===== config.mk =====
export PLATFORM = sky130hd
export DESIGN_NAME = ppheavy_seq_ctrl
export DESIGN_NICKNAME = d
export VERILOG_FILES = /design/src/rtl/ppheavy_pkg.sv /design/src/rtl/ppheavy_tick_cnt.sv /design/src/rtl/ppheavy_seq_ctrl.sv
export SDC_FILE = /design/constraint.sdc
export NUM_CORES = 1
export LEC_CHECK = 0
export CORE_MARGIN = 3
export CORE_UTILIZATION = 50
export CTS_CLUSTER_SIZE = 8
export DETAILED_ROUTE_END_ITERATION = 12
export PLACE_DENSITY_LB_ADDON = 0.2
export SLEW_MARGIN = 20
export SYNTH_ARGS = -nofsm -noshare
export SYNTH_HDL_FRONTEND = slang
export SYNTH_SLANG_ARGS = --single-unit

===== constraint.sdc =====
create_clock -name clk_10k -period 3.27 [get_ports clk_10k]
set_clock_uncertainty 0.05 [all_clocks]
set_input_delay 0.654 -clock clk_10k [delete_from_list [all_inputs] [get_ports clk_10k]]
set_output_delay 0.654 -clock clk_10k [all_outputs]
set_load 0.01 [all_outputs]

===== src/rtl/ppheavy_pkg.sv =====
// ppheavy_pkg: shared state encoding and defaults for the ppheavy sequencer
package ppheavy_pkg;
  localparam int PPH_CNT_W = 6;
  localparam int PPH_CYC_W = 8;
  localparam int PPH_T1 = 20;
  localparam int PPH_T2 = 35;
  typedef enum logic [2:0] {IDLE, ARM, WINDOW, GAP, DONE} state_t;
endpackage


===== src/rtl/ppheavy_tick_cnt.sv =====
// ppheavy_tick_cnt: up-counter that clears and captures a new length on load; tc marks cnt == len-1
module ppheavy_tick_cnt #(
  parameter int CNT_W = 6
) (
  input  logic             clk_10k,
  input  logic             rst,
  input  logic             load,
  input  logic [CNT_W-1:0] len,
  output logic [CNT_W-1:0] cnt,
  output logic             tc
);
  logic [CNT_W-1:0] len_q;
  always_ff @(posedge clk_10k or posedge rst) begin
    if (rst) begin
      cnt   <= '0;
      len_q <= '0;
    end else begin
      cnt   <= load ? '0 : cnt + CNT_W'(1);
      len_q <= load ? len : len_q;
    end
  end
  assign tc = cnt == len_q - CNT_W'(1);
endmodule


===== src/rtl/ppheavy_seq_ctrl.sv =====
// ppheavy_seq_ctrl: runs cfg_cycles excitation windows with two start pulses each
module ppheavy_seq_ctrl
  import ppheavy_pkg::*;
#(
  parameter int CNT_W = PPH_CNT_W,
  parameter int CYC_W = PPH_CYC_W
) (
  input  logic             clk_10k,
  input  logic             rst,
  input  logic             go,
  input  logic             abort,
  input  logic [CNT_W-1:0] cfg_t1,
  input  logic [CNT_W-1:0] cfg_t2,
  input  logic [CNT_W-1:0] cfg_win,
  input  logic [CNT_W-1:0] cfg_gap,
  input  logic [CYC_W-1:0] cfg_cycles,
  output logic             busy,
  output logic             state_start,
  output logic             start,
  output logic [CYC_W-1:0] cycle_cnt,
  output logic             done,
  output logic             aborted,
  output logic             cfg_err
);
  state_t state, state_n;
  logic [CNT_W-1:0] t1_q, t2_q, win_q, gap_q, cnt, len_in;
  logic [CYC_W-1:0] cyc_q, cycle_cnt_n;
  logic cfg_ok, accept, latch, last_win, ld, tc;
  logic start_n, aborted_n, cfg_err_n;
  ppheavy_tick_cnt #(.CNT_W(CNT_W)) u_tick (
    .clk_10k(clk_10k),
    .rst    (rst),
    .load   (ld),
    .len    (len_in),
    .cnt    (cnt),
    .tc     (tc)
  );
  always_comb begin
    cfg_ok = cfg_win >= CNT_W'(2) && cfg_t1 < cfg_t2 && cfg_cycles != '0 &&
             {1'b0, cfg_t2} + (CNT_W+1)'(2) <= {1'b0, cfg_win};
    latch = state == IDLE && go && !abort;
    accept = latch && cfg_ok;
    last_win = cycle_cnt + CYC_W'(1) == cyc_q;
    state_n = state;
    unique case (state)
      IDLE:    state_n = accept ? ARM : IDLE;
      ARM:     state_n = WINDOW;
      WINDOW:  state_n = !tc ? WINDOW : last_win ? DONE : gap_q != '0 ? GAP : WINDOW;
      GAP:     state_n = tc ? WINDOW : GAP;
      DONE:    state_n = IDLE;
      default: state_n = IDLE;
    endcase
    if (abort && state != IDLE) state_n = IDLE;
    // the counter restarts whenever a window or gap begins, including back-to-back windows
    ld = (state != WINDOW && state != GAP) || tc;
    len_in = state_n == GAP ? gap_q : win_q;
    start_n = state == WINDOW && !abort && (cnt == t1_q || cnt == t2_q);
    aborted_n = abort && (state == ARM || state == WINDOW || state == GAP);
    cfg_err_n = latch && !cfg_ok;
    cycle_cnt_n = accept ? '0 : (state == WINDOW && tc) ? cycle_cnt + CYC_W'(1) : cycle_cnt;
  end
  always_ff @(posedge clk_10k or posedge rst) begin
    if (rst) begin
      state       <= IDLE;
      t1_q        <= '0;
      t2_q        <= '0;
      win_q       <= '0;
      gap_q       <= '0;
      cyc_q       <= '0;
      busy        <= 1'b0;
      state_start <= 1'b0;
      start       <= 1'b0;
      cycle_cnt   <= '0;
      done        <= 1'b0;
      aborted     <= 1'b0;
      cfg_err     <= 1'b0;
    end else begin
      state       <= state_n;
      t1_q        <= latch ? cfg_t1 : t1_q;
      t2_q        <= latch ? cfg_t2 : t2_q;
      win_q       <= latch ? cfg_win : win_q;
      gap_q       <= latch ? cfg_gap : gap_q;
      cyc_q       <= latch ? cfg_cycles : cyc_q;
      busy        <= state_n != IDLE;
      state_start <= state_n == WINDOW;
      start       <= start_n;
      cycle_cnt   <= cycle_cnt_n;
      done        <= state_n == DONE;
      aborted     <= aborted_n;
      cfg_err     <= cfg_err_n;
    end
  end
endmodule


==> flow_summary.yaml, run 1 <==
run_status:
  outcome: "finished clean"
final_layout:
  drive_above_1_share: 0.152
  final_area_um2: 4160
  final_core_util: 0.647
  nets: 435
  fillers: 540
  area_growth_pct: 24.4
  stdcell_count: 466
  n_antenna_cell: 0
yosys:
  synth_area_leader_cell: "dfrtp_1"
  syn_nets: 375
  synthArstFlopShare: 1.00
  synth-seq-cells: 61
  ys_seq_area_frac: 0.457
  ys.flop_type: "dfrtp_1"
  syn_inst: 324
  synth_edf_count: 0
  syn_avg_cell_area_um2: 10.3
  synthTopCellsByCount: "61 x dfrtp_1, 31 x nor2_1, 22 x xor2_1"
  synth_most_common_cell: "dfrtp_1"
  ys_types: 47
  synth_area_um2: 3340
  ys_warn_count: 0
  netlist.area_leader.share: 0.457
  synthTopCellsByArea: "dfrtp_1 46%, mux2_2 7.1%, xor2_1 5.8%"
clock_tree:
  cts.htree.levels: 3
  cts_buffers: 9
  cts_tree: "done"
  clock-sinks: 61
  clock_path_buffers: 2
  postCtsSetupBuffers: 0
  cts.clk_slew.worst_paths_ns: 0.07
  cts_hold_buf: 0
  clk_latency_ns: 0.34
  cts_resized: 0
  clock_tree.root_cell: "clkbuf_8"
global_route:
  grt_max_degree: 62
  grt_pass1_wl_um: 12200
  antenna_found_initial: 0
  overflow: 0
  first_global_vias: 2614
  track_usage: 0.206
power:
  p_leak_nw: 1.82
  power.total_mw: 2.22
  p_per_area_nw_per_um2: 533
  ir_worst_vdd_mv: 0.277
timing:
  setup_viol: 0
  worst_slack_ns: 0.192
  slew_violations: 0
  hold_viol_final: 0
  timing.fmax_mhz: 325
  fin_crit_sh: 0.941
  fin_hold_ws_ns: 0.436
  tightest_slew_ns: 0.772
  rsz0062_at_grt: "no"
  min_period_ns: 3.08
  finalSetupTns_ns: 0
  relSlewSlack: 0.485
hold_path:
  hp-class: "reg -> reg"
floorplan:
  die-area_um2: 7700
  row_count: 29
  die_w_um: 87.8
  start_util: 0.521
  die_h_um: 87.8
  ios: 50
  core-area_um2: 6420
routing:
  wirelength_um: 7190
  routed_via_density: 5.53
  antenna_left: 0
  vias: 2579
  first_pass_iters: 4
  wl_per_cell_um: 15.4
  post-route-drc-count: 0
  drt-initial-drc-count: 115
placement:
  portBuffers: 49
  dp_slack_ns: -0.0646
  dpl.cell_count: 450
  routabilityCongestion: 0.910
  detailed_place_hpwl_um: 5420
  placedInstanceArea_um2: 3970
setup_path:
  crit_fanout: 6
  critPathKind: "in -> reg"
  cp.required_ns: 3.46
  arrival_ns: 3.27
  end_kind: "flip-flop"
  start_kind: "input pin"
flow_run:
  max-cap-violations: 0
worst paths after layout:
kind,from,to,slack (ns),cells after the start
max,cfg_t2[1],u_tick.len_q[1]$_DFFE_PP0N_,0.19,13
min,win_q[1]$_DFFE_PP0P_,win_q[1]$_DFFE_PP0P_,0.44,2
max reg2reg,cycle_cnt[0]$_DFFE_PP0P_,u_tick.len_q[1]$_DFFE_PP0N_,0.62,9
min reg2reg,win_q[1]$_DFFE_PP0P_,win_q[1]$_DFFE_PP0P_,0.44,2
max in group asynchronous,rst,u_tick.cnt[4]$_DFF_PP0_,1.85,3
min in group asynchronous,rst,state_start$_DFF_PP0_,0.80,3
cell usage in the layout (no fill, tap or decap), types with 13 or more instances in the layout:
master / Yosys / routed
dfrtp_1: 61 / 61
clkdlybuf4s50_1: 0 / 49
nor2_1: 31 / 31
xor2_1: 22 / 22
mux2_2: 21 / 21
nand2_1: 21 / 21
xnor2_1: 21 / 21
inv_1: 17 / 16
ha_1: 15 / 15
o21ai_0: 13 / 13
layer usage:
metal | track usage | vias to the layer above | wire [um]
met5 | 0 | - | 0
met3 | 0.0442 | 12 | 259
met4 | 0.0837 | 0 | 129
met1 | 0.287 | 1244 | 3380
met2 | 0.315 | 59 | 3410
li1 | - | 1264 | -
logic make-up (layout without fill, tap and decap cells):
| family | Yosys count | after routing | synth area share |
|---|---|---|---|
| adders and majority gates | 15 | 15 | 0.0561 |
| buffers and inverters | 28 | 93 | 0.0333 |
| DFF | 61 | 61 | 0.457 |
| xor gates and xnor gates | 43 | 43 | 0.113 |
| muxes | 22 | 22 | 0.0737 |
| and+or+nand+nor | 102 | 102 | 0.156 |
| AOI/OAI and AO/OA | 53 | 53 | 0.112 |
critical path, stage by stage:
cell and delay, ns:
clkdlybuf4s50_1 0.48, buf_4 0.12, nand3_1 0.07, xnor2_1 0.19, ha_1 0.27, o21a_1 0.17, o22ai_1 0.12, a21oi_1 0.10
a2111oi_2 0.33, buf_4 0.19, a211o_1 0.21, nand3_1 0.11, a31oi_1 0.24
state kept, by name, indices dropped and copies added, names as in the netlist:
name / flops
cyc_q: 8
cycle_cnt: 8
gap_q: 6
t1_q: 6
t2_q: 6
u_tick.cnt: 6
u_tick.len_q: 6
win_q: 6
state: 3
aborted: 1
busy: 1
cfg_err: 1
done: 1
start: 1
state_start: 1
area by class of cell:
type / count / area [um^2] / area share
clock inverter: 6 / 63.8 / 0.0153
clock buffer: 10 / 128 / 0.0307
inverter: 18 / 67.6 / 0.0163
tap: 77 / 96.3 / 0.0232
sequential: 61 / 1530 / 0.367
timing repair buffer: 59 / 566 / 0.136
multi-input combinational: 235 / 1710 / 0.411
power by group:
part | switching, mW | leakage [nW] | internal, mW | total [mW]
Clock | 0.296 | 0.0923 | 0.350 | 0.646
Sequential | 0.127 | 0.773 | 0.890 | 1.02
Combinational | 0.267 | 0.956 | 0.287 | 0.553
Total | 0.689 | 1.82 | 1.53 | 2.22
(Power assumes the default switching activity.)
==> inputs of run 2 (changes only) <==
--- a/config.mk
+++ b/config.mk
@@ -5,8 +5,9 @@
 export SDC_FILE = /design/constraint.sdc
 export NUM_CORES = 1
 export LEC_CHECK = 0
-export CORE_MARGIN = 3
+export CORE_MARGIN = 4
 export CORE_UTILIZATION = 50
+export CTS_BUF_LIST = sky130_fd_sc_hd__clkbuf_8
 export CTS_CLUSTER_SIZE = 8
 export DETAILED_ROUTE_END_ITERATION = 12
 export PLACE_DENSITY_LB_ADDON = 0.2
==> constraint.sdc (replaced) <==
create_clock -name clk_10k -period 3.1 [get_ports clk_10k]
set_clock_uncertainty 0.05 [all_clocks]
set_input_delay 0.62 -clock clk_10k [delete_from_list [all_inputs] [get_ports clk_10k]]
set_output_delay 0.62 -clock clk_10k [all_outputs]
set_load 0.01 [all_outputs]
==> run 2 against run 1 <==
Worst setup slack got worse by 0.035 ns. Sequential share of layout area decreased by 0.88 points. Hold slack improved by 0.0097 ns. Register-to-register slack got worse by 0.09 ns. Highest routed layer unchanged. Critical path type unchanged. Flip-flop and latch count unchanged. Sequential power increased by 5%. Combinational power increased by 8.7%. Largest cell class unchanged. Clock-buffer cell count increased by 2.
==> flow_summary.yaml, run 2 (same netlist as run 1, synthesis figures left out) <==
placement:
  placedInstanceArea_um2: 4010
  portBuffers: 49
  routabilityCongestion: 0.920
  detailed_place_hpwl_um: 5690
final_layout:
  drive_above_1_share: 0.179
  n_antenna_cell: 0
  area_growth_pct: 27.4
  seqCellArea_um2: 1530
  fillers: 527
  final_cell_mix: "61 x dfrtp_1, 49 x clkdlybuf4s50_1, 31 x nor2_1"
  nets: 443
  final_common_cell: "dfrtp_1"
  final_core_util: 0.663
  multi_input_area_um2: 1730
  top_regs: "cyc_q (8), cycle_cnt (8)"
  final_area_um2: 4260
clock_tree:
  cts_tree: "done"
  cts.clk_slew.worst_paths_ns: 0.07
  clk_latency_ns: 0.34
  clock_tree.root_cell: "clkbuf_8"
  cts.htree.levels: 3
  cts_buffers: 9
  clock-sinks: 61
  cts_hold_buf: 0
  clock_path_buffers: 2
timing:
  slew_violations: 0
  fin_crit_sh: 0.949
  min_period_ns: 2.94
  setup_viol: 0
  timing.fmax_mhz: 340
  rsz0062_at_grt: "no"
  finalSetupTns_ns: 0
  relSlewSlack: 0.434
  hold_viol_final: 0
  tightest_slew_ns: 0.847
floorplan:
  die_h_um: 89.8
  ios: 50
  core-area_um2: 6420
  row_count: 29
  die_w_um: 89.8
  start_util: 0.521
  die-area_um2: 8060
routing:
  wirelength_um: 7390
  wl_per_cell_um: 15.6
  post-route-drc-count: 0
  routed_via_density: 5.50
  first_pass_iters: 4
  antenna_left: 0
  vias: 2607
  drt-initial-drc-count: 113
setup_path:
  r2r_cells: 9
  arrival_ns: 3.11
  rrSetupSlack_ns: 0.53
  start_kind: "input pin"
  crit_fanout: 4
  end_kind: "flip-flop"
  r2r-start: "cycle_cnt[0]$_DFFE_PP0P_"
  crit_path_start: "cfg_t2[2]"
  endpoint: "u_tick.len_q[4]$_DFFE_PP0N_"
  reg2reg_to: "u_tick.len_q[1]$_DFFE_PP0N_"
  critPathKind: "in -> reg"
  cp.required_ns: 3.26
power:
  p_per_area_nw_per_um2: 564
  ir_worst_vdd_mv: 0.278
  p_leak_nw: 1.88
flow_run:
  max-cap-violations: 0
global_route:
  track_usage: 0.197
  overflow: 0
  grt_pass1_wl_um: 12800
  first_global_vias: 2681
  antenna_found_initial: 0
  grt_max_degree: 42
hold_path:
  hp-class: "reg -> reg"
run_status:
  outcome: "finished clean"
-- run 2: timing repair --
item | CTS | global route
buffers inserted | 0 | 2
resized for setup | 0 | 4
endpoints found under the setup margin | 0 | 7
-- run 2: metal layers --
metal	routed length, um	part of all wire	GRT usage
met4	154	0.021	0.0805
met1	3560	0.48	0.271
met3	336	0.045	0.0426
met2	3340	0.45	0.303
met5	0	0	0
-- run 2: area by class of cell --
| type | count | share of cell area |
|---|---|---|
| Timing Repair Buffer | 67 | 0.147 |
| Inverter | 18 | 0.0159 |
| Tap cell | 77 | 0.0226 |
| Multi-Input combinational cell | 235 | 0.407 |
| Sequential cell | 61 | 0.358 |
| Clock inverter | 4 | 0.0109 |
| Clock buffer | 12 | 0.0388 |
-- run 2: worst max-delay path: stages --
cell	delay, ns
clkdlybuf4s50_1	0.50
ha_2	0.20
nand3_1	0.12
xnor2_2	0.16
ha_1	0.30
o21a_1	0.11
o22ai_1	0.17
a21oi_2	0.06
a2111oi_2	0.23
buf_4	0.20
a211oi_4	0.05
buf_4	0.16
o21ai_1	0.13
a31oi_1	0.10
-- run 2: metrics by stage --
stage	power, mW	worst slack, ns	std cells	hold slack [ns]
5_1_grt	2.55	0.00918	474	0.480
3_3_place_gp	1.65	-0.0883	456	0.418
2_1_floorplan	1.45	0.491	324	0.396
3_5_place_dp	1.68	-0.211	456	0.425
4_1_cts	2.42	0.162	472	0.442
6_report	2.40	0.157	474	0.446
-- run 2: how the worst min path moves through the flow --
stage | start | to | slack [ns] | cells after the start
after floorplan | win_q[1]$_DFFE_PP0P_ | win_q[1]$_DFFE_PP0P_ | 0.40 | 2
after global placement | win_q[1]$_DFFE_PP0P_ | win_q[1]$_DFFE_PP0P_ | 0.42 | 2
after detailed placement | win_q[1]$_DFFE_PP0P_ | win_q[1]$_DFFE_PP0P_ | 0.43 | 2
after CTS | win_q[1]$_DFFE_PP0P_ | win_q[1]$_DFFE_PP0P_ | 0.44 | 2
after global routing | win_q[3]$_DFFE_PP0P_ | win_q[3]$_DFFE_PP0P_ | 0.48 | 2
final | win_q[1]$_DFFE_PP0P_ | win_q[1]$_DFFE_PP0P_ | 0.45 | 2
-- run 2: power by group --
part           total (mW)  internal (mW)  switching [mW]
combinational       0.601          0.316           0.285
clock               0.734          0.433           0.301
sequential           1.07          0.939           0.131
